### src/rtl/pc_fetch_unit.sv
// -----------------------------------------------------------------------------
// pc_fetch_unit
//
// Program-counter stage for the fetch front end. It holds the fetch PC and
// selects the next one with this priority: reset, redirect from execute,
// stall, BTB prediction, sequential increment. A small direct-mapped branch
// target buffer (BTB) predicts taken branches. A branch trained at address A
// steers fetch to its target on the edge after pc==A, so no bubble is added.
//
// Ports
//   clk            rising-edge clock
//   triggerRstN    synchronous active-low reset
//   stall          hold pc this cycle
//   redirectValid  load redirectPC (wins over stall and prediction)
//   redirectPC     resolved target from execute
//   updateValid    BTB training strobe
//   updatePC       PC of the resolved branch
//   updateTarget   resolved target of that branch
//   updateTaken    branch resolved taken
//   pc             current fetch address (registered)
//   incPC          pc + OFFSET, modulo 2^ADDR_WIDTH (combinational from pc)
//   predTaken      BTB hit for pc (combinational from pc and BTB state)
//   predTarget     BTB target for pc, zero on a miss
//   fetchValid     pc holds a fetchable address
//
// Parameter rules: OFFSET and BTB_ENTRIES are powers of two,
// BTB_ENTRIES >= 2, and ADDR_WIDTH > log2(OFFSET) + log2(BTB_ENTRIES).
// -----------------------------------------------------------------------------
module pc_fetch_unit #(
  parameter int unsigned            ADDR_WIDTH   = 12,
  parameter int unsigned            OFFSET       = 4,
  parameter logic [ADDR_WIDTH-1:0]  RESET_VECTOR = '0,
  parameter int unsigned            BTB_ENTRIES  = 8
) (
  input  logic                  clk,
  input  logic                  triggerRstN,
  input  logic                  stall,
  input  logic                  redirectValid,
  input  logic [ADDR_WIDTH-1:0] redirectPC,
  input  logic                  updateValid,
  input  logic [ADDR_WIDTH-1:0] updatePC,
  input  logic [ADDR_WIDTH-1:0] updateTarget,
  input  logic                  updateTaken,
  output logic [ADDR_WIDTH-1:0] pc,
  output logic [ADDR_WIDTH-1:0] incPC,
  output logic                  predTaken,
  output logic [ADDR_WIDTH-1:0] predTarget,
  output logic                  fetchValid
);

  localparam int unsigned IDXW = $clog2(BTB_ENTRIES);
  localparam int unsigned OFS  = $clog2(OFFSET);
  localparam int unsigned TAGW = ADDR_WIDTH - OFS - IDXW;

  localparam logic [ADDR_WIDTH-1:0] OFFSET_W = ADDR_WIDTH'(OFFSET);

  // BTB storage: valid bits are reset, tag and target arrays are not.
  logic [BTB_ENTRIES-1:0] btb_valid;
  logic [TAGW-1:0]        btb_tag    [BTB_ENTRIES];
  logic [ADDR_WIDTH-1:0]  btb_target [BTB_ENTRIES];

  // Lookup side: index and tag of the current pc.
  logic [IDXW-1:0] pc_idx;
  logic [TAGW-1:0] pc_tag;
  logic            pc_hit;

  assign pc_idx = pc[OFS+IDXW-1:OFS];
  assign pc_tag = pc[ADDR_WIDTH-1:OFS+IDXW];
  assign pc_hit = btb_valid[pc_idx] && (btb_tag[pc_idx] == pc_tag);

  assign incPC      = pc + OFFSET_W;
  assign predTaken  = pc_hit;
  assign predTarget = pc_hit ? btb_target[pc_idx] : '0;

  // Training side: index and tag of the resolved branch.
  logic [IDXW-1:0] upd_idx;
  logic [TAGW-1:0] upd_tag;
  logic            upd_match;

  assign upd_idx   = updatePC[OFS+IDXW-1:OFS];
  assign upd_tag   = updatePC[ADDR_WIDTH-1:OFS+IDXW];
  assign upd_match = btb_valid[upd_idx] && (btb_tag[upd_idx] == upd_tag);

  // Next-pc selection.
  logic [ADDR_WIDTH-1:0] next_pc;

  always_comb begin
    // NOTE: default assignment first so every path drives next_pc and no
    // latch is inferred.
    next_pc = incPC;
    if (redirectValid) begin
      next_pc = redirectPC;
    end else if (stall) begin
      next_pc = pc;
    end else if (pc_hit) begin
      next_pc = btb_target[pc_idx];
    end
  end

  // PC register and fetch-valid flag.
  always_ff @(posedge clk) begin
    // NOTE: non-blocking assignments for all registered state so every
    // flop samples values from before the edge.
    if (!triggerRstN) begin
      pc         <= RESET_VECTOR;
      fetchValid <= 1'b0;
    end else begin
      pc         <= next_pc;
      fetchValid <= 1'b1;
    end
  end

  // Valid bits: cleared by reset, set on taken training, cleared by
  // not-taken training only when the resident entry belongs to this branch.
  always_ff @(posedge clk) begin
    if (!triggerRstN) begin
      btb_valid <= '0;
    end else if (updateValid) begin
      if (updateTaken) begin
        btb_valid[upd_idx] <= 1'b1;
      end else if (upd_match) begin
        btb_valid[upd_idx] <= 1'b0;
      end
    end
  end

  // NOTE: tag/target arrays have no reset; an entry is only observed
  // through its valid bit, so clearing the payload would only cost area.
  always_ff @(posedge clk) begin
    if (triggerRstN && updateValid && updateTaken) begin
      btb_tag[upd_idx]    <= upd_tag;
      btb_target[upd_idx] <= updateTarget;
    end
  end

endmodule

### config.mk
export PLATFORM = sky130hd
export DESIGN_NAME = pc_fetch_unit
export DESIGN_NICKNAME = d
export VERILOG_FILES = /design/src/rtl/pc_fetch_unit.sv
export SDC_FILE = /design/constraint.sdc
export NUM_CORES = 1
export LEC_CHECK = 0
export ABC_AREA = 0
export ABC_CLOCK_PERIOD_IN_PS = 3600
export BUFFER_PORTS_ARGS = -buffer_cell sky130_fd_sc_hd__buf_2
export CAP_MARGIN = 40
export CORE_MARGIN = 2
export CORE_UTILIZATION = 25
export DETAILED_ROUTE_END_ITERATION = 7
export PLACE_DENSITY = 0.46
export SLEW_MARGIN = 40
export SYNTH_ARGS = -nofsm -noshare
export SYNTH_HDL_FRONTEND = slang
export SYNTH_SLANG_ARGS = --single-unit
export TNS_END_PERCENT = 30
### constraint.sdc
create_clock -name clk -period 3.6 [get_ports clk]
set_input_delay 0.54 -clock clk [delete_from_list [all_inputs] [get_ports clk]]
set_output_delay 0.54 -clock clk [all_outputs]
set_load 0.02 [all_outputs]
* After elaboration in Yosys (flattened, before gate mapping)
Memory sizes are Yosys's and may differ from the RTL's. A register that Yosys moved wholly into a read port is not among the register bits.
Cells that the tools add are included.
** Storage, ports and cells
- Memory bits (writable) :: 152
- Bits of input ports :: 42
- Bits in read-only memories :: 0
- Memories kept :: 2
- Bits in latches :: 0
- Output and inout port bits :: 38
- Flip-flop bits (word level) :: 21
- Word-level logic and storage cells :: 41
** Operators by class
- Reductions and logical operators :: 7
- Multipliers :: 0
- Shift-type cells :: 0
- Add/subtract/negate cells :: 1
- Divide/modulo/power cells :: 0
- Equal/unequal tests :: 3
- Bitwise gates (word level) :: 3
- $lt $le $gt $ge :: 3
- Mux-type cells :: 19
** Memory list
- btb_target :: depth 8, bits a word 12, rd ports 1, clocked after memory_dff 1, write ports 1, RTL line 60 : logic [ADDR_WIDTH-1:0] btb_target [BTB_ENTRIES];
- btb_tag :: depth 8, bits a word 7, rd ports 2, clocked after memory_dff 1, write ports 1, RTL line 59 : logic [TAGW-1:0] btb_tag [BTB_ENTRIES];
** Operators by type and width (number)
- two-way mux 12 bit :: 4
- two-way mux 8 bit :: 2
- == test 7 bit :: 2
- adder 12 x 3 -> 12 bit (second input constant) :: 1
- two-way mux 3 bit :: 4
- AND 8 bit :: 1
- less-than comparator 3 x 4 -> 1 bit (second input constant) :: 2
- inverter 8 bit :: 1
- bitwise OR 8 bit :: 1
- binary-select mux 1 bit (select 3 bit) :: 2
- two-way mux 1 bit :: 6
- logical AND 1 bit :: 5
- demux 1 bit (select 3 bit) :: 1
- greater-or-equal comparator 3 x 1 -> 1 bit (second input constant) :: 1
- inequality test 2 x 1 -> 1 bit (second input constant) :: 1
- AND reduction 2 bit :: 1
- nonzero test 2 bit :: 1

* Longest topological paths before layout
Gate-level depths: netlist of run 1.
- Depth in word-level cells :: 8
- Gate-level depth with buffers :: 10
- Depth with buffers taken out :: 7

* Worst setup path before layout of run 1
Ideal clock, no wire load.
- Path type :: in2reg
- Start :: input port updatePC[3]
- End :: memory btb_tag[0][0] (netlist bit) (enable)
- Data required time :: 3.179 ns
- Arrival time :: 2.727 ns
- Path buffers :: 3
- Library setup time :: 0.421 ns
- Stages :: 5
- Path slack :: 0.452 ns
- Cell sequence :: buf_6 -> buf_2 -> buf_2 -> or2_2 -> nor3_1
** RTL lines
- from (decl) :: RTL line 41 : input logic [ADDR_WIDTH-1:0] updatePC,
- to (decl) :: RTL line 59
Straight into the memory's write port.

==> metrics.txt, run 1 <==
status=complete, no violations; MaxCap Viol Count=0; routed vias=4,718; clock buffer depth=2; Core Box Area=30,600 um2; HP Class=primary input to flop; cell area after synthesis=7760 um2; TritonRoute pass-1 iters=5; measured slew at the worst slew-check pin=845 ps; Met2 Routed Length=10,500 um; CP Launch Type=flop; number of I/O pins=80; Tot Pwr=4.69 mW; critical path arrival=2910 ps; met1 wire length=9410 um; first-pass GRT wire length=31,900 um; # DRC=0; synthesized flop and latch total=176; largest family of logic cells by synthesized area=multiplexers; IO buf count=77; vias per cell=4.80; metal3 WL=837 um; Reg clk slew, reported paths=80 ps; layout cells sized above 1=35.0%; post-route antenna net violation count=0; Flop pwr share=49.0%; routability cong.=0.749; post-synth net total=523; final WL=21,200 um; largest net degree at the start of global routing=33; Final nets=615; crit path kind=flop to primary output; mux contribution to synthesized area=18.7%; Required @ worst endpoint=3060 ps; DIE WIDTH=180 um; Slew HR=43.4%; Simple-Gate Fraction of Synth Area=6.18%; die area=32,500 um2; switch share=25.9%; initial antenna violation count=0; Top delay family on crit path=multiplexers; vias in the first global route=4,921; Final setup viols=0; synthesized area per cell=16.2 um2; Post-DP HPWL=14,400 um; global route overflow=0; number of synthesized flops with an enable pin=152; Seq/Total Area, Yosys=65.0%; Total GRT Usage=13.3%; fmax=290 MHz; root buf cell=clkbuf_16; Final period util=95.8%; Setup TNS=0 ps; crit-path max FO=25; worst-path cell chain=buf_12 > mux4_2 > mux2i_2 > xor2_1 > and4bb_2 > nand2_1 > buf_12 > nor2_2 > buf_2; CTS Hold Bufs=0; TritonCTS buffer count=17; RSZ-0062 raised after global routing=false; clock group share of total power=41.1%; post-synthesis cell type count=51; Leak=3.24 nW; H-tree levels=4; TritonCTS clock tree=built; Synth Area in Adders=0.161%; postcts setup bufs=0; Synth Area in Compound Gates=5.26%; Crit-path slowest cell=mux4_2; Rows=64; fin. max-slew vios=0; XOR/XNOR Fraction of Synth Area=2.37%; worst path bufs/invs=3; clk_lat worst skew=440 ps; Top cell by count, worst path=buf_12; Net Sw Power=1.22 mW; Final Skew=11.4 ps; final hold vios=0; starting density of the core=25.4%; crit end category=primary output; Routed WL per cell=21.6 um; FFs w/ async S/R, synth=0%; CTS sink cnt=176; Power Dens Cells=493 nW/um2; Vert. Die Dim=180 um; dominant synthesized flop cell=edfxtp_1; Largest stage delay, worst path=540 ps; Comb pwr share=9.9%; Post-Synthesis Cells=480; Synthesis Warnings=0; IR drop worst, VDD=0.000344 V; max layer used=met4; min cycle time layout=3450 ps; Internal=3.47 mW; DRT iter0 DRCs=314; Syn-to-layout area delta=22.5%
worst paths after layout:
kind / startpoint / end / slack (ps) / cells past startpoint
setup / recovery: flop / predTarget[3] / 150 / 9
hold / removal: updateTarget[4] / btb_target[3][4] / 370 / 1
setup reg to reg: flop / pc[1] / 860 / 8
hold reg to reg: flop / flop / 490 / 2
area by class of cell:
cell class | count | area, um2
Fill cell | 3004 | 21100
Sequential cell | 176 | 5050
Multi-Input combinational cell | 264 | 2620
Timing Repair Buffer | 105 | 671
Tap cell | 396 | 495
Clock buffer | 17 | 425
Clock inverter | 15 | 208
Inverter | 8 | 30.0
Antenna cell | 1 | 2.50
flip-flops by register name (all words and copies together) (netlist names), named ones only:
signal / count
btb_target: 96
btb_tag: 56
pc: 12
fetchValid: 1
metrics by stage:
stage	cell area (um2)	hold slack, ps	setup slack [ps]	util [%]	cells
2_1_floorplan	7760	454	452	-	480
3_5_place_dp	8780	483	384	28.7	948
5_1_grt	9500	363	3.09	31.1	981
3_3_place_gp	8780	474	396	28.7	948
6_report	9500	374	153	31.1	982
4_1_cts	9460	354	8.65	30.9	981
routing by layer:
metal	vias to the layer above	track usage (%)
met3	27	2.49
met4	0	4.55
met2	138	22.1
li1	2124	-
met5	-	0
met1	2429	17.4
worst register-to-register path, stage by stage (launching register included):
cell and delay (ps):
dfxtp_4 390, buf_12 180, mux4_2 550, mux2i_2 240
xor2_1 210, and4bb_2 260, buf_4 120, nand3_1 210
o311ai_0 440
logic make-up (layout without fill, tap and decap cells):
| logic type | Yosys count | after routing |
|---|---|---|
| buffers and inverters | 40 | 145 |
| adder cells (fa/ha/maj) | 1 | 1 |
| AO/OA/AOI/OAI | 65 | 65 |
| multiplexers | 82 | 82 |
| AND/OR/NAND/NOR | 95 | 95 |
| XOR/XNOR | 21 | 21 |
| flip-flops | 176 | 176 |
| other | 0 | 1 |
cell usage after synthesis (2+ instances only):
master,count,share of area [%]
edfxtp_1,152,59
mux4_2,45,13
mux2i_1,31,4.0
dfxtp_1,24,6.2
nor2_1,22,1.1
nand2_1,19,0.92
o21ai_0,19,1.2
nand3_1,18,1.2
a31oi_1,14,1.1
a21oi_1,13,0.84
clkbuf_1,13,0.63
xor2_1,13,1.5
nor3_1,12,0.77
buf_2,11,0.71
xnor2_1,8,0.90
inv_1,7,0.34
buf_1,5,0.24
or3_1,5,0.40
and3_1,4,0.32
mux4_1,4,1.4
nand4_1,4,0.32
a22oi_1,3,0.29
buf_4,2,0.19
mux2_2,2,0.29
o21a_1,2,0.19
o221ai_1,2,0.23
o311ai_0,2,0.23
power by group through the flow:
stage                     registers (mW)  logic (mW)  clock network (mW)
after floorplan                     2.33       0.280                   0
after global placement              2.34       0.447                   0
after detailed placement            2.34       0.451                   0
after CTS                           2.30       0.464                1.98
after global routing                2.31       0.502                2.05
final                               2.30       0.464                1.92
cells in the final DEF, fill, tap and decap left out, drive strengths merged, types with 8 or more instances in the layout:
| master | netlist | layout |
|---|---|---|
| nor3 | 12 | 12 |
| buf | 19 | 104 |
| clkbuf | 13 | 17 |
| a31oi | 14 | 14 |
| nand2 | 19 | 19 |
| o21ai | 19 | 19 |
| dfxtp | 24 | 24 |
| xnor2 | 8 | 8 |
| nor2 | 22 | 22 |
| xor2 | 13 | 13 |
| mux4 | 49 | 49 |
| clkinv | 1 | 8 |
| inv | 7 | 14 |
| mux2i | 31 | 31 |
| nand3 | 18 | 18 |
| a21oi | 13 | 13 |
| edfxtp | 152 | 152 |
what timing repair did:
action,CTS,global route
gates resized for setup,4,8
endpoints found under the setup margin,2,2
gates cloned,1,0
pin swaps,0,0
(Power assumes the default switching activity.)
==> inputs of run 2 (changes only) <==
--- a/config.mk
+++ b/config.mk
@@ -12,6 +12,7 @@
 export CORE_MARGIN = 2
 export CORE_UTILIZATION = 25
 export DETAILED_ROUTE_END_ITERATION = 7
+export MAX_ROUTING_LAYER = met4
 export PLACE_DENSITY = 0.46
 export SLEW_MARGIN = 40
 export SYNTH_ARGS = -nofsm -noshare
==> run 2 against run 1 <==
Compared with the run above:
- final cell count stayed put
- wire length hardly changed
- sequential power about the same
- combinational power barely moved
- clock skew about the same
- fmax about the same
- die area is the same
- hold slack got worse by 2.4 ps
- global-route usage up 0.41 points
- first-iteration DRC count down 5.7%
- clock power is essentially flat
- critical path type unchanged
- largest cell class unchanged
- largest power group unchanged
==> metrics.txt, run 2 (synthesis results as in run 1) <==
status=complete, no violations; Leak=3.24 nW; routability cong.=0.759; Syn-to-layout area delta=22.5%; Final nets=615; CP Launch Type=flop; vias per cell=4.76; CTS sink cnt=176; critical path arrival=2900 ps; clock group share of total power=41.1%; fmax=290 MHz; hold path startpoint=updateTarget[4]; Setup TNS=0 ps; global route overflow=0; Total GRT Usage=13.7%; number of I/O pins=80; DP Cell Count=948; postcts setup bufs=0; Reg clk slew, reported paths=80 ps; TritonCTS buffer count=17; largest reg by FF count=btb_target; Internal=3.47 mW; measured slew at the worst slew-check pin=853 ps; Net Sw Power=1.22 mW; # DRC=0; Tot Pwr=4.69 mW; Final Skew=11.8 ps; biggest regs=btb_target x96, btb_tag x56, pc x12; H-tree levels=4; Final period util=95.7%; Final setup viols=0; Required @ worst endpoint=3060 ps; clk_lat worst skew=440 ps; Core Box Area=30,600 um2; CTS Hold Bufs=0; post-route antenna net violation count=0; Rows=64; routed vias=4,674; min cycle time layout=3440 ps; Vert. Die Dim=180 um; max reg flops=96; crit path kind=flop to primary output; final hold vios=0; largest net degree at the start of global routing=33; Post-Layout Cell Count=982; HP Class=primary input to flop; TritonCTS clock tree=built; Routed WL per cell=21.6 um; first-pass GRT wire length=31,900 um; Post-DP HPWL=14,400 um; fin. max-slew vios=0; IO buf count=77; final WL=21,200 um; IR drop worst, VDD=0.000343 V; root buf cell=clkbuf_16; commonest non-fill, non-tap cell in the layout=edfxtp_1; starting density of the core=25.4%; Power Dens Cells=494 nW/um2; vias in the first global route=4,936; initial antenna violation count=0; crit end category=primary output; Flop pwr share=49.0%; layout cells sized above 1=35.0%; DRT iter0 DRCs=296; MaxCap Viol Count=0; DIE WIDTH=180 um; Comb pwr share=9.9%; die area=32,500 um2; DP Worst Slack=384 ps; TritonRoute pass-1 iters=4; final setup margin=156 ps; commonest non-fill, non-tap cells in the layout=edfxtp_1, buf_2, mux4_2; RSZ-0062 raised after global routing=false; clock buffer depth=2; Slew HR=42.8%; switch share=26.0%; crit-path max FO=25
[run 2: timing repair]
action,in CTS,in global routing
gates cloned,1,0
setup endpoints to repair,2,2
gates resized for setup,4,8
[run 2: through the flow]
step	hold slack (ps)	cell area, um2	utilization (%)
after floorplan	454	7760	-
after global placement	474	8780	28.7
after detailed placement	483	8780	28.7
after CTS	354	9460	30.9
after global routing	362	9500	31.1
final	371	9500	31.1
[run 2: critical path: stages (launching register included)]
cell      delay, ps
dfxtp_4         390
buf_12          180
mux4_2          540
mux2i_2         240
xor2_1          210
and4bb_2        260
nand2_1         110
buf_12          180
nor2_2          160
buf_2           190
[run 2: worst paths after layout]
path | to | slack [ps] | depth (start not counted)
max | predTarget[3] | 160 | 9
min | btb_target[3][4] | 370 | 1
max reg2reg | pc[1] | 860 | 8
min reg2reg | flop | 490 | 2
[run 2: power by group through the flow]
stage               sequential, mW  combinational (mW)  clock [mW]
floorplan                     2.33               0.280           0
global placement              2.34               0.447           0
detailed placement            2.34               0.451           0
CTS                           2.30               0.464        1.98
global route                  2.31               0.502        2.05
finish                        2.30               0.463        1.93
[run 2: layer usage]
| metal | GRT usage [%] | part of all wire, % | vias to the layer above | wire length [um] |
|---|---|---|---|---|
| met2 | 22.0 | 50 | 107 | 10500 |
| met4 | 4.55 | 1.9 | 0 | 396 |
| li1 | - | - | 2121 | - |
| met5 | - | 0 | - | 0 |
| met1 | 17.5 | 45 | 2423 | 9540 |
| met3 | 2.59 | 3.4 | 23 | 731 |
[run 2: layout make-up]
class / count / area (um2)
antenna: 1 / 2.50
clock buffer: 17 / 425
clock inverter: 15 / 208
fill: 3004 / 21100
inverter: 8 / 30.0
multi-input combinational: 264 / 2620
sequential: 176 / 5050
tap: 396 / 495
timing repair buffer: 105 / 671
==> inputs of run 3 (changes only) <==
--- a/config.mk
+++ b/config.mk
@@ -9,11 +9,13 @@
 export ABC_CLOCK_PERIOD_IN_PS = 3600
 export BUFFER_PORTS_ARGS = -buffer_cell sky130_fd_sc_hd__buf_2
 export CAP_MARGIN = 40
+export CELL_PAD_IN_SITES_DETAIL_PLACEMENT = 1
+export CELL_PAD_IN_SITES_GLOBAL_PLACEMENT = 1
 export CORE_MARGIN = 2
 export CORE_UTILIZATION = 25
 export DETAILED_ROUTE_END_ITERATION = 7
 export MAX_ROUTING_LAYER = met4
-export PLACE_DENSITY = 0.46
+export PLACE_DENSITY = 0.52
 export SLEW_MARGIN = 40
 export SYNTH_ARGS = -nofsm -noshare
 export SYNTH_HDL_FRONTEND = slang
==> run 3 against run 2 <==
Compared with the run above:
- final cell count fell by 0.10%
- design area rose by 0.34%
- sequential power barely moved
- critical endpoint is now predTarget[5]
- largest power group unchanged
==> metrics.txt, run 3 (synthesis results as in run 1) <==
Slew HR=53.7%; max reg flops=96; number of I/O pins=80; Top delay family on crit path=multiplexers; largest reg by FF count=btb_target; Final nets=614; Routed WL per cell=22.6 um; Reg clk slew, reported paths=70 ps; final WL=22,200 um; Final Skew=15.8 ps; IO buf count=77; vias in the first global route=5,178; hold path startpoint=updateTarget[4]; TritonRoute pass-1 iters=4; Vert. Die Dim=180 um; Post-Layout Cell Count=981; # DRC=0; fmax=288 MHz; final design area excluding fillers=9530 um2; Syn-to-layout area delta=22.9%; fin. max-slew vios=0; status=complete, no violations; CTS sink cnt=176; R2R cell count=9; Crit-path slowest cell=mux4_2; worst path bufs/invs=3; fin util=31.2%; final hold vios=0; routed vias=4,792; largest net degree at the start of global routing=33; TritonCTS clock tree=built; post-route antenna net violation count=0; commonest non-fill, non-tap cells in the layout=edfxtp_1, buf_2, mux4_2; CP Launch Type=flop; DIE WIDTH=180 um; Largest stage delay, worst path=540 ps; worst-path cell chain=bufbuf_16 > mux4_2 > mux2i_4 > xor2_1 > and4_4 > nand2_2 > buf_4 > nor2_1 > buf_2; clk_lat worst skew=430 ps; starting density of the core=25.4%; Rows=64; Tot Pwr=4.69 mW; Filler Cell Count=3,227; first-pass GRT wire length=33,600 um; Required @ worst endpoint=3060 ps; die area=32,500 um2; TritonCTS buffer count=17; DRT iter0 DRCs=358; min cycle time layout=3470 ps; hold endpoint=btb_target[2][4]; layout cells sized above 1=35.1%; clock buffer depth=2; Cell Area, Placed=8770 um2; root buf cell=clkbuf_16; measured slew at the worst slew-check pin=690 ps; Final period util=96.5%; Final setup viols=0; commonest non-fill, non-tap cell in the layout=edfxtp_1; crit path kind=flop to primary output; HP Class=primary input to flop; DP Cell Count=945; multi-input logic area=2640 um2; crit end category=primary output; biggest regs=btb_target x96, btb_tag x56, pc x12; area occupied by registers=5050 um2; flop-to-flop setup slack=850 ps; reg-to-reg endpoint=pc[9]; Core Box Area=30,600 um2; crit-path max FO=10; IR drop worst, VDD=0.000290 V; initial antenna violation count=1; MaxCap Viol Count=0; routability cong.=0.764; Leak=3.24 nW; global route overflow=0; Total GRT Usage=14.4%; Setup TNS=0 ps; vias per cell=4.88; critical path arrival=2930 ps; Post-DP HPWL=15,300 um; H-tree levels=4; Worst Hold Depth=1; Power Dens Cells=492 nW/um2
==> run 3: cell type report <==
type / count / area share, %
Sequential cell: 176 / 53.0
Clock buffer: 17 / 4.46
Timing Repair Buffer: 104 / 7.13
Clock inverter: 15 / 2.20
Antenna cell: 1 / 0.0262
Tap cell: 396 / 5.20
Multi-Input combinational cell: 264 / 27.7
Inverter: 8 / 0.315
==> run 3: repair_timing <==
action,4_1_cts,5_1_grt
buffers inserted,0,2
gates cloned,1,0
hold buffers,0,0
setup endpoints to repair,13,13
pin swaps,0,1
resized for setup,10,5
==> run 3: through the flow <==
step	setup slack, ps	hold slack [ps]
3_5_place_dp	352	496
3_3_place_gp	361	476
4_1_cts	30.8	342
6_report	126	375
5_1_grt	-10.5	361
2_1_floorplan	452	454
==> run 3: metal layers <==
metal | vias to the layer above | global-route usage, % | part of all wire, %
li1 | 2125 | - | -
met2 | 90 | 24.2 | 51
met5 | - | - | 0
met4 | 0 | 3.68 | 1.0
met3 | 14 | 2.45 | 3.1
met1 | 2563 | 18.2 | 45
==> run 3: how the worst max path moves through the flow <==
stage	slack, ps	end	from	depth (start not counted)
6_report	130	predTarget[5]	flop	9
5_1_grt	-10	predTarget[5]	flop	9
4_1_cts	30	predTarget[5]	flop	9
3_5_place_dp	350	predTarget[9]	flop	8
3_3_place_gp	360	predTarget[2]	flop	7
2_1_floorplan	450	btb_tag[0][0]	updatePC[3]	5
==> run 3: power breakdown <==
part           switching [mW]  total, mW  internal, mW
clock network           0.904       1.92          1.02
registers              0.0495       2.30          2.25
logic                   0.263      0.470         0.206
